**config.mk**
```make
export PLATFORM = sky130hd
export DESIGN_NAME = sys_input_skew_flat
export DESIGN_NICKNAME = d
export VERILOG_FILES = /design/src/rtl/sys_input_skew_if.sv /design/src/rtl/sys_input_skew.sv /design/src/flat_wrapper.sv
export SDC_FILE = /design/constraint.sdc
export NUM_CORES = 1
export LEC_CHECK = 0
export ABC_CLOCK_PERIOD_IN_PS = 1400
export BUFFER_PORTS_ARGS = -buffer_cell sky130_fd_sc_hd__buf_2
export CORE_MARGIN = 2
export CORE_UTILIZATION = 58
export DETAILED_ROUTE_END_ITERATION = 8
export PLACE_DENSITY = 0.79
export SLEW_MARGIN = 20
export SYNTH_ARGS = -nofsm -noshare
export SYNTH_HDL_FRONTEND = slang
export SYNTH_SLANG_ARGS = --single-unit
```
**constraint.sdc**
```tcl
create_clock -name clk_i -period 1.4 [get_ports clk_i]
set_input_delay 0.07 -clock clk_i [delete_from_list [all_inputs] [get_ports clk_i]]
set_output_delay 0.07 -clock clk_i [all_outputs]
set_load 0.02 [all_outputs]
```
**src/rtl/sys_input_skew_if.sv**
```systemverilog
// rtl/sys_input_skew_if.sv - buffer-side strobes/data in, skewed array-edge data out.
// Optional SYS_VALID_EN adds the per-lane valid_o bundle.
interface sys_input_skew_if #(
  parameter int LANES      = 8,
  parameter int DATA_WIDTH = 8
);
  logic                          ensys_i;
  logic                          bubble_i;
  logic [LANES*DATA_WIDTH-1:0]   data_i;
  logic [LANES*DATA_WIDTH-1:0]   data_o;
  logic                          busy_o;
`ifdef SYS_VALID_EN
  logic [LANES-1:0]              valid_o;

  modport master (
    output ensys_i, bubble_i, data_i,
    input  data_o, busy_o, valid_o
  );
  modport slave (
    input  ensys_i, bubble_i, data_i,
    output data_o, busy_o, valid_o
  );
`else
  modport master (
    output ensys_i, bubble_i, data_i,
    input  data_o, busy_o
  );
  modport slave (
    input  ensys_i, bubble_i, data_i,
    output data_o, busy_o
  );
`endif
endinterface

```
**src/rtl/sys_input_skew.sv**
```systemverilog
// rtl/sys_input_skew.sv - systolic input setup: strobe alignment, bubble zeroing, per-lane diagonal skew.
// Optional SYS_VALID_EN exposes per-lane tag bits as valid_o.
module sys_input_skew #(
  parameter int LANES      = 8,
  parameter int DATA_WIDTH = 8,
  parameter int RD_LAT     = 1
) (
  input logic              clk_i,
  input logic              rst_ni,
  sys_input_skew_if.slave  bus
);

  localparam int DW = DATA_WIDTH;

  logic [RD_LAT-1:0] en_sr_q, en_sr_d;
  logic [RD_LAT-1:0] bub_sr_q, bub_sr_d;
  logic              en_a;
  logic              bub_a;
  logic              inj;
  logic [LANES*DW-1:0] slot;
  logic [DW-1:0]     lane_out [LANES];

  // Strobes ride a delay line matching the buffer read latency.
  always_comb begin
    en_sr_d     = en_sr_q;
    bub_sr_d    = bub_sr_q;
    en_sr_d[0]  = bus.ensys_i;
    bub_sr_d[0] = bus.bubble_i;
    for (int i = 1; i < RD_LAT; i++) begin
      en_sr_d[i]  = en_sr_q[i-1];
      bub_sr_d[i] = bub_sr_q[i-1];
    end
  end

  always_ff @(posedge clk_i or negedge rst_ni) begin
    if (!rst_ni) begin
      en_sr_q  <= '0;
      bub_sr_q <= '0;
    end else begin
      en_sr_q  <= en_sr_d;
      bub_sr_q <= bub_sr_d;
    end
  end

  assign en_a  = en_sr_q[RD_LAT-1];
  assign bub_a = bub_sr_q[RD_LAT-1];
  assign inj   = en_a & ~bub_a;

  // Zero the slot before any register so stale or unknown buffer data never enters the chain.
  assign slot = inj ? bus.data_i : '0;

  for (genvar k = 0; k < LANES; k++) begin : g_lane
    logic [DW-1:0] pipe_q [k+1];
    logic [DW-1:0] pipe_d [k+1];

    always_comb begin
      pipe_d    = pipe_q;
      pipe_d[0] = slot[k*DW +: DW];
      for (int s = 1; s <= k; s++) begin
        pipe_d[s] = pipe_q[s-1];
      end
    end

    always_ff @(posedge clk_i or negedge rst_ni) begin
      if (!rst_ni) begin
        pipe_q <= '{default: '0};
      end else begin
        pipe_q <= pipe_d;
      end
    end

    assign lane_out[k] = pipe_q[k];
  end

  always_comb begin
    bus.data_o = '0;
    for (int k = 0; k < LANES; k++) begin
      bus.data_o[k*DW +: DW] = lane_out[k];
    end
  end

`ifdef SYS_VALID_EN
  logic [LANES-1:0] lane_busy;
  logic [LANES-1:0] lane_valid;

  for (genvar k = 0; k < LANES; k++) begin : g_tag
    logic [k:0] tag_q, tag_d;

    always_comb begin
      tag_d    = tag_q;
      tag_d[0] = inj;
      for (int s = 1; s <= k; s++) begin
        tag_d[s] = tag_q[s-1];
      end
    end

    always_ff @(posedge clk_i or negedge rst_ni) begin
      if (!rst_ni) begin
        tag_q <= '0;
      end else begin
        tag_q <= tag_d;
      end
    end

    assign lane_busy[k]  = |tag_q;
    assign lane_valid[k] = tag_q[k];
  end

  assign bus.valid_o = lane_valid;
  assign bus.busy_o  = |lane_busy;
`else
  // The longest lane's tag history covers every shorter lane, so one chain suffices for busy.
  logic [LANES-1:0] tag_q, tag_d;

  always_comb begin
    tag_d    = tag_q;
    tag_d[0] = inj;
    for (int s = 1; s < LANES; s++) begin
      tag_d[s] = tag_q[s-1];
    end
  end

  always_ff @(posedge clk_i or negedge rst_ni) begin
    if (!rst_ni) begin
      tag_q <= '0;
    end else begin
      tag_q <= tag_d;
    end
  end

  assign bus.busy_o = |tag_q;
`endif

endmodule

```
**src/flat_wrapper.sv**
```systemverilog
// flat-port wrapper written by rule: the top's interface ports become plain ports
module sys_input_skew_flat 
#(
  parameter int LANES      = 8,
  parameter int DATA_WIDTH = 8,
  parameter int RD_LAT     = 1
)
  (clk_i, rst_ni, bus_ensys_i, bus_bubble_i, bus_data_i, bus_data_o, bus_busy_o);
  sys_input_skew_if #(.LANES(LANES), .DATA_WIDTH(DATA_WIDTH)) bus_i ();
  input logic clk_i;
  input logic rst_ni;
  input wire logic [$bits(bus_i.ensys_i)-1:0] bus_ensys_i;
  input wire logic [$bits(bus_i.bubble_i)-1:0] bus_bubble_i;
  input wire logic [$bits(bus_i.data_i)-1:0] bus_data_i;
  output wire logic [$bits(bus_i.data_o)-1:0] bus_data_o;
  output wire logic [$bits(bus_i.busy_o)-1:0] bus_busy_o;
  assign bus_i.ensys_i = bus_ensys_i;
  assign bus_i.bubble_i = bus_bubble_i;
  assign bus_i.data_i = bus_data_i;
  assign bus_data_o = bus_i.data_o;
  assign bus_busy_o = bus_i.busy_o;
  sys_input_skew #(.LANES(LANES), .DATA_WIDTH(DATA_WIDTH), .RD_LAT(RD_LAT)) u_core (.clk_i(clk_i), .rst_ni(rst_ni), .bus(bus_i));
endmodule
```
==> After elaboration in Yosys (flattened, before gate mapping) <==
Index checks and enable logic that the tools add are counted.
{ "classes": {"n_mux": 1, "n_reduce_logical": 1, "bitwise_logic": 2} }
{ "op_table": {"columns": ["operator", "n"], "rows": [
  ["2-to-1 mux 64 bit", 1],
  ["OR reduction 8 bit", 1],
  ["bitwise AND 1 bit", 1],
  ["NOT 1 bit", 1]
]} }
{ "word_totals": {"inputBits": 68, "register_bits": 298, "word_cells": 43} }

==> Logic depth before layout (Yosys ltp) <==
{ "depth": {"word_depth": 3, "depth_mapped": 4, "mapped_depth_nobuf": 2} }

==> Worst setup path before layout <==
No wires, ideal clock.
{ "synth_timing": {"path_kind": "reg-to-reg", "startpoint": "reg u_core.en_sr_q (netlist: u_core.en_a)", "endpoint": "reg u_core.g_lane[0].pipe_q[3] in the netlist's numbering", "path_stages_with_launch": 5, "setup_ps": 119, "arrival_ps": 836, "slack_ps": 445, "path_buffers": 2, "required_ps": 1281, "cell_sequence": "dfrtp_1 nor2b_4 buf_6 buf_6 and2_1"} }
{ "synth_via": {"elab_chain_cells": 2} }
{ "synth_lines": {"columns": ["element", "line_no", "rtl"], "rows": [
  ["start: declaration", "sys_input_skew.sv:15", "logic [RD_LAT-1:0] en_sr_q, en_sr_d;"],
  ["start signal: assignment", "sys_input_skew.sv:40", "en_sr_q <= en_sr_d;"],
  ["bitwise AND 1 bit", "sys_input_skew.sv:47", "assign inj = en_a & ~bub_a;"],
  ["2-to-1 mux 64 bit", "sys_input_skew.sv:50", "assign slot = inj ? bus.data_i : '0;"],
  ["net u_core.slot[3]", "sys_input_skew.sv:20", "logic [LANES*DW-1:0] slot;"],
  ["end signal: assignment", "sys_input_skew.sv:68", "pipe_q <= pipe_d;"],
  ["end: declaration", "sys_input_skew.sv:53", "logic [DW-1:0] pipe_q [k+1];"]
]} }
The timed path passes the listed nets, and every way through them passes these cells.

==> Final worst setup path <==
{ "layout_timing": {"startpoint": "reg u_core.tag_q[2]", "endpoint": "out bus_busy_o"} }
{ "layout_via": {"elab_chain_cells": 1} }
{ "layout_lines": {"columns": ["element", "line_no", "rtl"], "rows": [
  ["start: declaration", "sys_input_skew.sv:113", "logic [LANES-1:0] tag_q, tag_d;"],
  ["start signal: assignment", "sys_input_skew.sv:127", "tag_q <= tag_d;"],
  ["OR reduction 8 bit", "sys_input_skew.sv:131", "assign bus.busy_o = |tag_q;"],
  ["end: declaration", "flat_wrapper.sv:16", "output wire logic [$bits(bus_i.busy_o)-1:0] bus_busy_o;"]
]} }
No other way between the ends.

==> impl_metrics.toml <==
[pwr]
switching_share_pct = 21.01
p_total_mw = 18.32
p_clk_share_pct = 46.4
p_per_area_nw_per_um2 = 1716
combPwrFrac_pct = 4.0
irDropWorstVdd_mv = 1.559
p_leak_nw = 5.673
p_switching_mw = 3.849
intPower_mw = 14.47
seq_power_share_pct = 49.5

[worst_setup_path]
cp.arrival_ns = 1.44
crit_path_top_delay_cell = "dfrtp_1"
crit_chain = "nor4_2 > nand2_1 > buf_2"
cp_max_fo = 2
path_delay_family = "flip-flops"
cp-start-kind = "flip-flop"
cp_data_required_time_ns = 1.33
slowest_delay_ns = 0.39
cp-end-kind = "primary output"
path_buf_inv = 1
path_class = "reg2out"

[timing]
finalCritPeriodShare_pct = 108.1
finalHoldViolCount = 0
finalSetupTns_ns = -0.1133
max_slew_margin_pct = 73.08
slew_violations = 0
fin_skew_ns = 0.01365
worst_slew_pin_slew_ns = 0.4039
grt_setup_unrepaired = "yes"
post-route-min-period_ns = 1.513
setup_violations = 1
layout_setup_ws_ns = -0.1133
max_freq_mhz = 660.8

[die]
num_rows = 42
initial_core_util_pct = 59.64
fp.dieArea_um2 = 14680
die_w_um = 121.2
fp.dieH_um = 121.2
core_um2 = 13350
io_pins = 133

[synth]
syn_area_um2 = 7960
syn_nets = 441
synth-seq-cells = 298
yosysWarningCount = 0
yosys.area.top_type = "dfrtp_1"
synthCells = 373
ys_top_cells_by_area = "dfrtp_1 (94%), and2_1 (5.0%), buf_6 (0.85%)"
ys_types = 7
avgSynthCellArea_um2 = 21.34
netlist.area_leader.share_pct = 93.68
yosysSeqAreaShare_pct = 93.68

[cells_and_area]
drive_above_1_share_pct = 30.94
fin_util_pct = 79.98
syn_to_final_growth_pct = 34.11
layout.nets = 674

[clocking]
htree_levels = 1
numCtsBuffers = 28
cts_tree = "done"
clockBufferDepth = 3
root_buffer = "clkbuf_16"
post-cts-setup-buffers = 0
worstSkewPairLatency_ns = 0.53
numClockSinks = 298
path_clk_slew_ns = 0.08

[global_routing]
antenna_found_initial = 2
grt_max_degree = 47
grt_first_pass_wirelength_um = 26700
grt_pass1_vias = 4614
track_usage_pct = 25.30
globalRoute.totalOverflow = 0

[job]
drv_cap = 0

[route]
dr.pass1.iters = 4
vias = 3755
wl_um = 17180
drc = 0
wl_per_cell_um = 21.37
viasPerCell = 4.670
drt_iter0_drc = 369
antenna_left = 0

[place]
dp_hpwl_um = 7198
place_congestion = 0.6657
place_ws_ns = 0.4019
port_buffers = 132

[outcome]
outcome = "finished with violations"
violations = "negative setup slack"

[worst_hold_path]
min_path_type = "in2async"
## metal layers
metal	up-vias	share of wire (%)	GRT usage [%]
met5	-	0	0
met4	0	3.4	9.626
met3	36	6.5	5.874
met2	160	53	44.28
met1	1948	37	30.86
li1	1611	-	-
## layout make-up
| class | instances | area [µm²] |
|---|---|---|
| diodes | 1 | 2.502 |
| clock buffers | 38 | 819.5 |
| clock inverters | 13 | 221.5 |
| fillers | 622 | 2673 |
| multi-input cells | 68 | 442.9 |
| flip-flops and latches | 298 | 7457 |
| well taps | 176 | 220.2 |
| repair buffers | 210 | 1511 |
## what timing repair did
action	CTS	global route
hold endpoints to repair	364	0
setup endpoints to repair	1	1
hold buffers	67	0
gates resized for setup	0	2
pin swaps	1	0
gates cloned	0	0
## flip-flops by register name (all words and copies together) (netlist names)
name,cells
u_core.bub_a,1
u_core.bus.data_o,56
u_core.en_a,1
u_core.g_lane.pipe_d,224
u_core.g_lane.pipe_q,8
u_core.tag_q,8
## final timing paths
path,from,to,slack (ns),depth (start not counted)
worst max-delay path,u_core.tag_q[2],bus_busy_o,-0.11,3
max in group asynchronous,rst_ni,u_core.bus.data_o[63],0.73,3
worst min register to register,u_core.g_lane[6].pipe_d[42],u_core.g_lane[6].pipe_d[34],0.34,0
worst max register to register,u_core.bub_a,u_core.g_lane[1].pipe_d[1],0.36,3
worst min-delay path,rst_ni,u_core.g_lane[4].pipe_d[5],0.06,2
min in group clk_i,bus_bubble_i,u_core.bub_a,0.19,2
## cells by family (layout without fill, tap and decap cells)
| family | count (synthesis) | count (layout) | synth area share (%) |
|---|---|---|---|
| other | 0 | 1 | 0 |
| and+or+nand+nor | 68 | 68 | 5.407 |
| buffers and inverters | 7 | 261 | 0.9115 |
| DFF | 298 | 298 | 93.68 |
## placed cells by master (no fill, tap or decap)
cell             n
and2_1          64
buf_12           7
buf_2          131
buf_4            4
buf_8            1
bufinv_16        6
clkbuf_1         3
clkbuf_16       29
clkbuf_8         6
clkinv_2         5
clkinv_4         1
clkinvlp_4       1
dfrtp_1        298
diode_2          1
dlygate4sd3_1   67
nand2_1          1
nor2b_4          1
nor4_2           2
## stage by stage
stage | std cells | instance area, µm² | hold WS (ns)
final | 804 | 10680 | 0.06018
after global routing | 804 | 10680 | 0.09274
after CTS | 803 | 10660 | 0.05181
after detailed placement | 685 | 8949 | 0.004411
after global placement | 685 | 8949 | 0.007883
after floorplan | 373 | 7960 | -0.2256
## cells in the mapped netlist
library cell    n
buf_6           6
dfrtp_1       298
and2_1         64
nor4_1          2
nand2_1         1
nor2b_4         1
buf_2           1
## power by group through the flow
stage / sequential [mW] / clock [mW] / combinational (mW)
2_1_floorplan: 9.26 / 0 / 0.0869
3_3_place_gp: 9.17 / 0 / 0.552
3_5_place_dp: 9.20 / 0 / 0.571
4_1_cts: 9.07 / 8.51 / 0.729
5_1_grt: 9.10 / 9.06 / 0.814
6_report: 9.07 / 8.51 / 0.740
Note: power is estimated with default switching activity, not from simulation.
